[src/rtl/uart_pkg.sv]
// Shared types and constants for the UART receive path.
package uart_pkg;

    typedef enum logic [1:0] {
        ST_OFF  = 2'd0,
        ST_IDLE = 2'd1,
        ST_RECV = 2'd2
    } ctrl_state_t;

    localparam int unsigned DEF_DATA_WIDTH = 8;
    localparam int unsigned DEF_FIFO_DEPTH = 16;

    // Pointer width including the wrap bit.
    function automatic int unsigned ptr_width(input int unsigned depth);
        return $clog2(depth) + 1;
    endfunction

endpackage

[src/rtl/uart_sync_fifo.sv]
// Show-ahead synchronous FIFO with wrap-bit pointers and flush.
module uart_sync_fifo
    import uart_pkg::*;
#(
    parameter  int unsigned DATA_WIDTH = DEF_DATA_WIDTH,
    parameter  int unsigned FIFO_DEPTH = DEF_FIFO_DEPTH,
    localparam int unsigned PTR_W      = ptr_width(FIFO_DEPTH)
) (
    input  logic                  clk,
    input  logic                  rst,
    input  logic                  push,
    input  logic                  pop,
    input  logic                  flush,
    input  logic [DATA_WIDTH-1:0] wdata,
    output logic [DATA_WIDTH-1:0] rdata,
    output logic                  empty,
    output logic                  full,
    output logic [PTR_W-1:0]      level
);

    localparam int unsigned ADDR_W = PTR_W - 1;

    logic [DATA_WIDTH-1:0] mem [FIFO_DEPTH];
    logic [PTR_W-1:0]      wr_ptr;
    logic [PTR_W-1:0]      rd_ptr;
    logic                  do_push;
    logic                  do_pop;

    assign empty = (wr_ptr == rd_ptr);
    assign full  = (wr_ptr[ADDR_W-1:0] == rd_ptr[ADDR_W-1:0]) &&
                   (wr_ptr[ADDR_W] != rd_ptr[ADDR_W]);
    assign level = wr_ptr - rd_ptr;

    // A pop frees a slot in the same cycle, so push-while-full succeeds with a pop.
    assign do_pop  = pop && !empty;
    assign do_push = push && (!full || do_pop);

    always_ff @(posedge clk or posedge rst) begin
        if (rst) begin
            wr_ptr <= '0;
            rd_ptr <= '0;
        end else if (flush) begin
            wr_ptr <= '0;
            rd_ptr <= '0;
        end else begin
            if (do_push) wr_ptr <= wr_ptr + PTR_W'(1);
            if (do_pop)  rd_ptr <= rd_ptr + PTR_W'(1);
        end
    end

    always_ff @(posedge clk) begin
        if (do_push && !flush) mem[wr_ptr[ADDR_W-1:0]] <= wdata;
    end

    // Head is forced to zero while empty so the post-reset value is defined.
    assign rdata = empty ? '0 : mem[rd_ptr[ADDR_W-1:0]];

endmodule

[src/rtl/uart_rx_ctrl.sv]
// Receive-side controller: enable gating, FIFO buffering, error/overrun stats, interrupts.
module uart_rx_ctrl
    import uart_pkg::*;
#(
    parameter  int unsigned DATA_WIDTH    = DEF_DATA_WIDTH,
    parameter  int unsigned FIFO_DEPTH    = DEF_FIFO_DEPTH,
    parameter  int unsigned TIMEOUT_TICKS = 640,
    parameter  int unsigned ERR_CNT_WIDTH = 8,
    localparam int unsigned LVL_W         = ptr_width(FIFO_DEPTH)
) (
    input  logic                     clk,
    input  logic                     rst,
    input  logic                     baud_en_16x,
    input  logic                     rx_en,
    input  logic                     flush,
    input  logic                     clr_status,
    input  logic [LVL_W-1:0]         thresh,
    input  logic [DATA_WIDTH-1:0]    rx_data,
    input  logic                     rx_ready,
    input  logic                     rx_error,
    input  logic                     rx_busy,
    input  logic                     rd_en,
    output logic [DATA_WIDTH-1:0]    rd_data,
    output logic                     fifo_empty,
    output logic                     fifo_full,
    output logic [LVL_W-1:0]         fifo_level,
    output logic                     irq_thresh,
    output logic                     irq_timeout,
    output logic                     overrun,
    output logic                     err_sticky,
    output logic [ERR_CNT_WIDTH-1:0] err_cnt
);

    localparam int unsigned TO_W = $clog2(TIMEOUT_TICKS + 1);

    ctrl_state_t       state_q;
    ctrl_state_t       state_d;
    logic              rx_error_q;
    logic [TO_W-1:0]   to_cnt;
    logic              push_req;
    logic              pop_ok;
    logic              err_evt;
    logic              ovr_evt;
    logic              to_clr;
    logic              to_hit;

    always_ff @(posedge clk or posedge rst) begin
        if (rst) state_q <= ST_OFF;
        else     state_q <= state_d;
    end

    // OFF waits for an idle receiver so a frame already in flight is never taken.
    always_comb begin
        state_d = state_q;
        case (state_q)
            ST_OFF:  if (rx_en && !rx_busy) state_d = ST_IDLE;
            ST_IDLE: begin
                if (!rx_en)       state_d = ST_OFF;
                else if (rx_busy) state_d = ST_RECV;
            end
            ST_RECV: begin
                if (!rx_en)                     state_d = ST_OFF;
                else if (rx_ready || !rx_busy)  state_d = ST_IDLE;
            end
            default: state_d = ST_OFF;
        endcase
    end

    assign push_req = (state_q != ST_OFF) && rx_ready && !rx_error;
    assign pop_ok   = rd_en && !fifo_empty;
    assign err_evt  = rx_error && !rx_error_q && (state_q != ST_OFF);
    assign ovr_evt  = push_req && fifo_full && !rd_en;

    uart_sync_fifo #(
        .DATA_WIDTH (DATA_WIDTH),
        .FIFO_DEPTH (FIFO_DEPTH)
    ) u_fifo (
        .clk   (clk),
        .rst   (rst),
        .push  (push_req),
        .pop   (rd_en),
        .flush (flush),
        .wdata (rx_data),
        .rdata (rd_data),
        .empty (fifo_empty),
        .full  (fifo_full),
        .level (fifo_level)
    );

    assign irq_thresh = (thresh != '0) && (fifo_level >= thresh);

    // Same-cycle events take priority over clr_status.
    always_ff @(posedge clk or posedge rst) begin
        if (rst) begin
            rx_error_q <= 1'b0;
            err_sticky <= 1'b0;
            err_cnt    <= '0;
            overrun    <= 1'b0;
        end else begin
            rx_error_q <= rx_error;
            if (err_evt) begin
                err_sticky <= 1'b1;
                if (clr_status)        err_cnt <= ERR_CNT_WIDTH'(1);
                else if (err_cnt != '1) err_cnt <= err_cnt + ERR_CNT_WIDTH'(1);
            end else if (clr_status) begin
                err_sticky <= 1'b0;
                err_cnt    <= '0;
            end
            if (ovr_evt)         overrun <= 1'b1;
            else if (clr_status) overrun <= 1'b0;
        end
    end

    assign to_clr = push_req || pop_ok || flush || (state_q != ST_IDLE) || fifo_empty;
    assign to_hit = !to_clr && baud_en_16x && (to_cnt == TO_W'(TIMEOUT_TICKS - 1));

    // Character timeout: counts idle ticks with data waiting, saturating at the limit.
    always_ff @(posedge clk or posedge rst) begin
        if (rst) begin
            to_cnt      <= '0;
            irq_timeout <= 1'b0;
        end else begin
            if (to_clr)
                to_cnt <= '0;
            else if (baud_en_16x && (to_cnt != TO_W'(TIMEOUT_TICKS)))
                to_cnt <= to_cnt + TO_W'(1);
            if (to_hit)
                irq_timeout <= 1'b1;
            else if (pop_ok || flush || clr_status)
                irq_timeout <= 1'b0;
        end
    end

endmodule

[config.mk]
export PLATFORM = sky130hd
export DESIGN_NAME = uart_rx_ctrl
export DESIGN_NICKNAME = d
export VERILOG_FILES = /design/src/rtl/uart_pkg.sv /design/src/rtl/uart_sync_fifo.sv /design/src/rtl/uart_rx_ctrl.sv
export SDC_FILE = /design/constraint.sdc
export NUM_CORES = 1
export LEC_CHECK = 0
export BUFFER_PORTS_ARGS = -buffer_cell sky130_fd_sc_hd__buf_2
export CAP_MARGIN = 20
export CORE_MARGIN = 1
export CORE_UTILIZATION = 43
export DETAILED_ROUTE_END_ITERATION = 8
export GPL_ROUTABILITY_DRIVEN = 0
export MAX_ROUTING_LAYER = met4
export PLACE_DENSITY = 0.69
export SYNTH_ARGS = -nofsm -noshare
export SYNTH_HDL_FRONTEND = slang
export SYNTH_SLANG_ARGS = --single-unit
[constraint.sdc]
create_clock -name clk -period 7.95 [get_ports clk]
set_input_delay 1.9875 -clock clk [delete_from_list [all_inputs] [get_ports clk]]
set_output_delay 1.9875 -clock clk [all_outputs]
set_load 0.05 [all_outputs]
After elaboration in Yosys (flattened, before gate mapping)
Memory sizes are Yosys's and may differ from the RTL's. Index checks and enable logic that the tools add are counted.

Register bits: 34. Bits in latches: 0. RAM bits: 128. Memory bits (read-only): 0. Bits of input ports: 23. Output and inout bits: 27. Word-level logic and storage cells: 95. Memories: 1.

Memory list: u_fifo.mem (depth 16, bits a word 8, rd ports 1, clocked after memory_dff 0, wr ports 1, line uart_sync_fifo.sv:23) `logic [DATA_WIDTH-1:0] mem [FIFO_DEPTH];`.

$add $sub $neg: 5. $mul: 0. Divide/modulo/power cells: 0. $lt $le $gt $ge: 1. Equal/unequal tests: 12. Shift-type cells: 0. Multiplexer cells: 24. Bitwise operators: 0. Reductions and logical operators: 43.

Operator list (number): $mux 8 (5); $mux 10 (2); $mux 5 (4); $reduce_bool 2->1 (8); $logic_and 1x1->1 (15); $add 10x1->10 const B (1); $add 5x1->5 const B (2); $eq 10x10->1 const B (1); $mux 2 (5); $ne 10x10->1 const B (1); $add 8x1->8 const B (1); $logic_not 1->1 (8); $logic_or 1x1->1 (8); $ne 8x8->1 const B (1); $mux 1 (7); $ne 3x3->1 const B (2); $pmux 2 s3 (1); $eq 5x5->1 (1); $ge 5x5->1 (1); $reduce_bool 5->1 (1); $sub 5x5->5 (1); $eq 4x4->1 (1); $reduce_and 3->1 (1); $eq 2x1->1 const B (1); other kinds (6) (6).

Logic depth before layout (Yosys ltp)
Depth after elaboration: 11. Depth in mapped cells: 11. Mapped depth without buffers: 10.

Cells and area by module
Synthesis repeated with hierarchy kept, for this count alone.

Cell total of the unflattened synthesis: 459. Area, all modules: 7273.2 µm².

By module, submodules not included: uart_sync_fifo (instances 1, cells an instance 309, area an instance 5828.1 µm²); uart_rx_ctrl (instances 1, cells an instance 150, area an instance 1445.1 µm²).

Least setup slack after synthesis
OpenSTA, ideal clock, no wires.

Path type: register -> output. Start point: register u_fifo.rd_ptr[1]. End point: output port rd_data[6]. Data arrival time: 3.752 ns. Setup slack: 2.211 ns. Stages on the path, launching flop included: 10. Buffers on the path: 4. Cells stage by stage: dfrtp_1 -> buf_6 -> buf_4 -> buf_2 -> inv_1 -> ha_1 -> nand4_1 -> nor2_1 -> clkbuf_1 -> o41ai_1.

Cells in the longest elaborated chain, start to end: 2. Elaborated cells on any way between the ends: 3.

Ends and longest elaborated chain: start: declaration (line uart_sync_fifo.sv:25) `logic [PTR_W-1:0] rd_ptr;`; start signal: assignment (line uart_sync_fifo.sv:47) `if (do_pop) rd_ptr <= rd_ptr + PTR_W'(1);`; $eq 5x5->1 (line uart_sync_fifo.sv:29) `assign empty = (wr_ptr == rd_ptr);`; net fifo_empty (line uart_rx_ctrl.sv:24) `output logic fifo_empty,`; $mux 8 (line uart_sync_fifo.sv:56) `assign rdata = empty ? '0 : mem[rd_ptr[ADDR_W-1:0]];`; end: declaration (line uart_rx_ctrl.sv:23) `output logic [DATA_WIDTH-1:0] rd_data,`.

The timed path passes the listed nets, and every way through them passes these cells.

Worst setup path after layout
Start point: register u_fifo.rd_ptr[3]. End point: output port rd_data[6].

Cells in the longest elaborated chain, start to end: 2. Elaborated cells on any way between the ends: 3.

Ends and longest elaborated chain (line): $mem_v2 16x8 / $eq 5x5->1 (equally long branches); $mux 8 * (uart_sync_fifo.sv:56).

Every way passes the cells marked *; elsewhere a longest branch is shown, timed or not.

==> summary.txt <==
Clock network
  – Worst-path clk slew: 0.07 ns
  – CTS Buf Count: 17
  – CTS tree: yes
  – H-tree depth: 4
  – Clock insertion delay at the later pin of the skew report: 0.42 ns
  – Post-CTS sizing: 0
  – Post-CTS Setup Inserts: 0
  – Clock root buffer: clkbuf_16
  – CTS max path bufs: 2
  – Clk sink count: between 150 and 200
  – CTS Hold Bufs: 0

STA
  – RSZ-0062 raised after global routing: false
  – # setup viols final: 0
  – Final hold vios: 0
  – Setup_tns: 0 ns
  – Fmax: 174 MHz
  – Skew final: 0.0120 ns
  – Worst slew pin tran: 0.962 ns
  – Slew headroom: 35.6%
  – Final Cycle Share: 72.1%
  – Slew Limit Fails: 0
  – Fin crit period: 5.73 ns

Place
  – Hpwl dp: approximately 9500 um
  – PortBufs: 49
  – Placed Instances: 710
  – Placed instance area: 7610 um^2

Die
  – Die X-Extent: 131 um
  – # IOs: 50
  – Core area: 16100 um^2
  – Initial Util: about 45%
  – Num rows: between 40 and 50
  – Die height: 131 um
  – Die ar.: around 17000 um^2

Layout
  – Final instance area: 8190 um^2
  – Final std cells w/o fill: about 740
  – P&R area growth vs syn: 14.1%
  – Layout cell share with drive strength beyond 1: between 20% and 30%
  – Net count, final: 554
  – Final Util: 50.8%
  – N_diodes: 0

Synth
  – Syn avg cell area: ~16 um^2
  – Post-synthesis sequential area ratio: roughly two thirds
  – Main combinational cell family by area after synthesis: multiplexers
  – Fraction of registers with async set or reset after synthesis: a little over a fifth
  – Post-synthesis mux area share: 12.5%
  – Adder-cell share of the synthesized area: between 3 and 4%
  – #FFs+latches synth: about 160
  – Synth unique cells: 52
  – Simple-gate share of the synthesized area: just over 9%
  – Xor and xnor area share after synthesis: 2.18%
  – Synthesized Nets: 499
  – Top FF cell, synth: edfxtp_1
  – Synth Area in Compound Gates: 5.13%
  – Gate count after technology mapping: between 400 and 500
  – Syn. warnings: 0
  – Number of synthesized flops with an enable pin: 128
  – Mapped cell area: 7180 um^2

Critical path
  – Critical path depth in cells: 7
  – Crit path launch type: register
  – Worst EP required: 5.96 ns
  – Crit-path max cell delay: ~0.85 ns
  – CP Cell Sequence: inv_2 -> ha_1 -> nand4_1 -> nor2_1 -> nand3b_1 -> o41ai_1 -> buf_2
  – R2R depth: 6
  – WP data arrival: 3.75 ns
  – CP endpoint kind: primary output
  – WP buf/inv: 2
  – Largest delay share family, worst path: simple AND/OR/NAND/NOR gates
  – Crit Path Category: register to primary output
  – Critical path fanouts, max: 19
  – Critical path's slowest cell: dfrtp_1

Routing
  – Post-DR vias/cell: roughly 5.6
  – Pre-antenna DRT Iters: 5
  – Post-detailed-route count of antenna-violating nets: 0
  – Remaining DRCs: 0
  – DRT Wirelength: 14500 um
  – DR WL/cell: ~19 um
  – Vias: 4121
  – Starting DRC count in detailed routing: 327

Global routing
  – Vias in the first global route: around 4300
  – First-pass GRT wire length: approximately 23000 um
  – GRT Resource Usage Total: 18.5%
  – Total gr overflow: 0
  – Largest net degree at the start of global routing: 37
  – Antenna violations before repair: 0

Hold path
  – Worst hold path type: register to register
  – Worst hold path depth: 2

Power
  – VDD IR max: 0.317 mV
  – Leakage: 2.91 nW
  – Pwr dens: 227 nW/um^2
  – Power, Total: 1.86 mW

Outcome
  – Outcome: completed

Run
  – Max Cap Viol: 0
-- registers in the layout, summed over array words and instances, names as in the netlist --
name	cells
u_fifo.rd_ptr	5
u_fifo.wr_ptr	5
to_cnt	10
irq_timeout	1
err_cnt	8
overrun	1
rx_error_q	1
state_q	2
u_fifo.mem	128
err_sticky	1
-- final cells by class --
type                            instances  area [um^2]
Clock buffer                           17          425
Multi-Input combinational cell        260         2310
Sequential cell                       162         4690
Clock inverter                         15          148
Inverter                               20         75.1
Fill cell                            1350         7930
Tap cell                              216          270
Timing Repair Buffer                   52          268
-- power breakdown --
part / internal, mW / switching (mW) / total [mW]
clock: 0.440 / 0.350 / 0.790
combinational: 0.0439 / 0.102 / 0.146
sequential: 0.918 / 0.00234 / 0.920
total: 1.40 / 0.454 / 1.86
-- routing by layer --
layer / GRT usage [%] / wire (um) / vias to the layer above
li1: - / - / 1889
met1: 22.3 / 6090 / 2091
met2: 31.3 / 7500 / 129
met3: 4.09 / 759 / 12
met4: 5.29 / 119 / 0
met5: - / 0 / -
-- synth_stat cells, drive strengths merged (3+ instances only) --
cell | count | share of area [%]
edfxtp | 128 | 54
nor2 | 48 | 2.5
dfrtp | 34 | 12
mux4 | 32 | 11
inv | 20 | 1.0
ha | 17 | 3.0
a211oi | 15 | 1.6
a21oi | 13 | 0.91
nand2 | 12 | 0.63
nand3 | 12 | 0.84
xnor2 | 12 | 1.6
buf | 10 | 1.1
mux2i | 10 | 1.4
nor2b | 10 | 0.87
nand2b | 8 | 0.70
o21ai | 8 | 0.56
nor3 | 7 | 0.49
clkbuf | 6 | 0.31
nand4 | 6 | 0.52
or3 | 6 | 0.59
xor2 | 5 | 0.61
nand3b | 4 | 0.42
or4 | 3 | 0.31
-- worst paths after layout --
kind	from	end	slack [ns]
setup / recovery	u_fifo.rd_ptr[3]$_DFFE_PP0P_	rd_data[6]	2.22
hold reg to reg	irq_timeout$_DFFE_PP0P_	irq_timeout$_DFFE_PP0P_	0.53
hold / removal	irq_timeout$_DFFE_PP0P_	irq_timeout$_DFFE_PP0P_	0.53
setup reg to reg	u_fifo.rd_ptr[3]$_DFFE_PP0P_	u_fifo.mem[2][2]$_DFFE_PP_	4.25
min in group asynchronous	rst	to_cnt[2]$_DFFE_PP0P_	1.66
max in group asynchronous	rst	u_fifo.wr_ptr[2]$_DFFE_PP0P_	5.97
-- stage by stage --
stage                     worst slack (ns)  hold slack (ns)
after CTS                             2.18            0.530
after global routing                  1.96            0.547
after global placement                2.79            0.504
after floorplan                       2.21            0.502
after detailed placement              2.64            0.516
final                                 2.22            0.527
-- layout by cell type (no fill, tap or decap), types with 8 or more instances in the layout --
cell | synthesis | final
a211oi_1 | 15 | 15
a21oi_1 | 13 | 13
buf_2 | 6 | 49
clkbuf_16 | 0 | 17
dfrtp_1 | 34 | 34
edfxtp_1 | 128 | 128
ha_1 | 17 | 17
inv_1 | 19 | 19
mux2i_1 | 10 | 10
mux4_1 | 14 | 14
mux4_2 | 18 | 18
nand2_1 | 12 | 12
nand2b_1 | 8 | 8
nand3_1 | 12 | 12
nor2_1 | 48 | 48
nor2b_1 | 10 | 10
xnor2_1 | 11 | 11
-- worst register-to-register path, cell delays in order, from the launching register on --
cell,delay [ns]
dfrtp_1,0.85
inv_2,0.34
ha_1,0.44
nand4_1,0.29
o311ai_4,0.17
or3_2,0.49
nor2_1,0.73
-- logic make-up (layout without fill, tap and decap cells) --
group / after synthesis / in the layout
buf+inv: 36 / 104
flops: 162 / 162
simple gates: 128 / 128
mux: 44 / 44
xor+xnor: 17 / 17
fa+ha+maj: 18 / 18
compound gates: 53 / 53
Note: power is estimated with default switching activity, not from simulation.
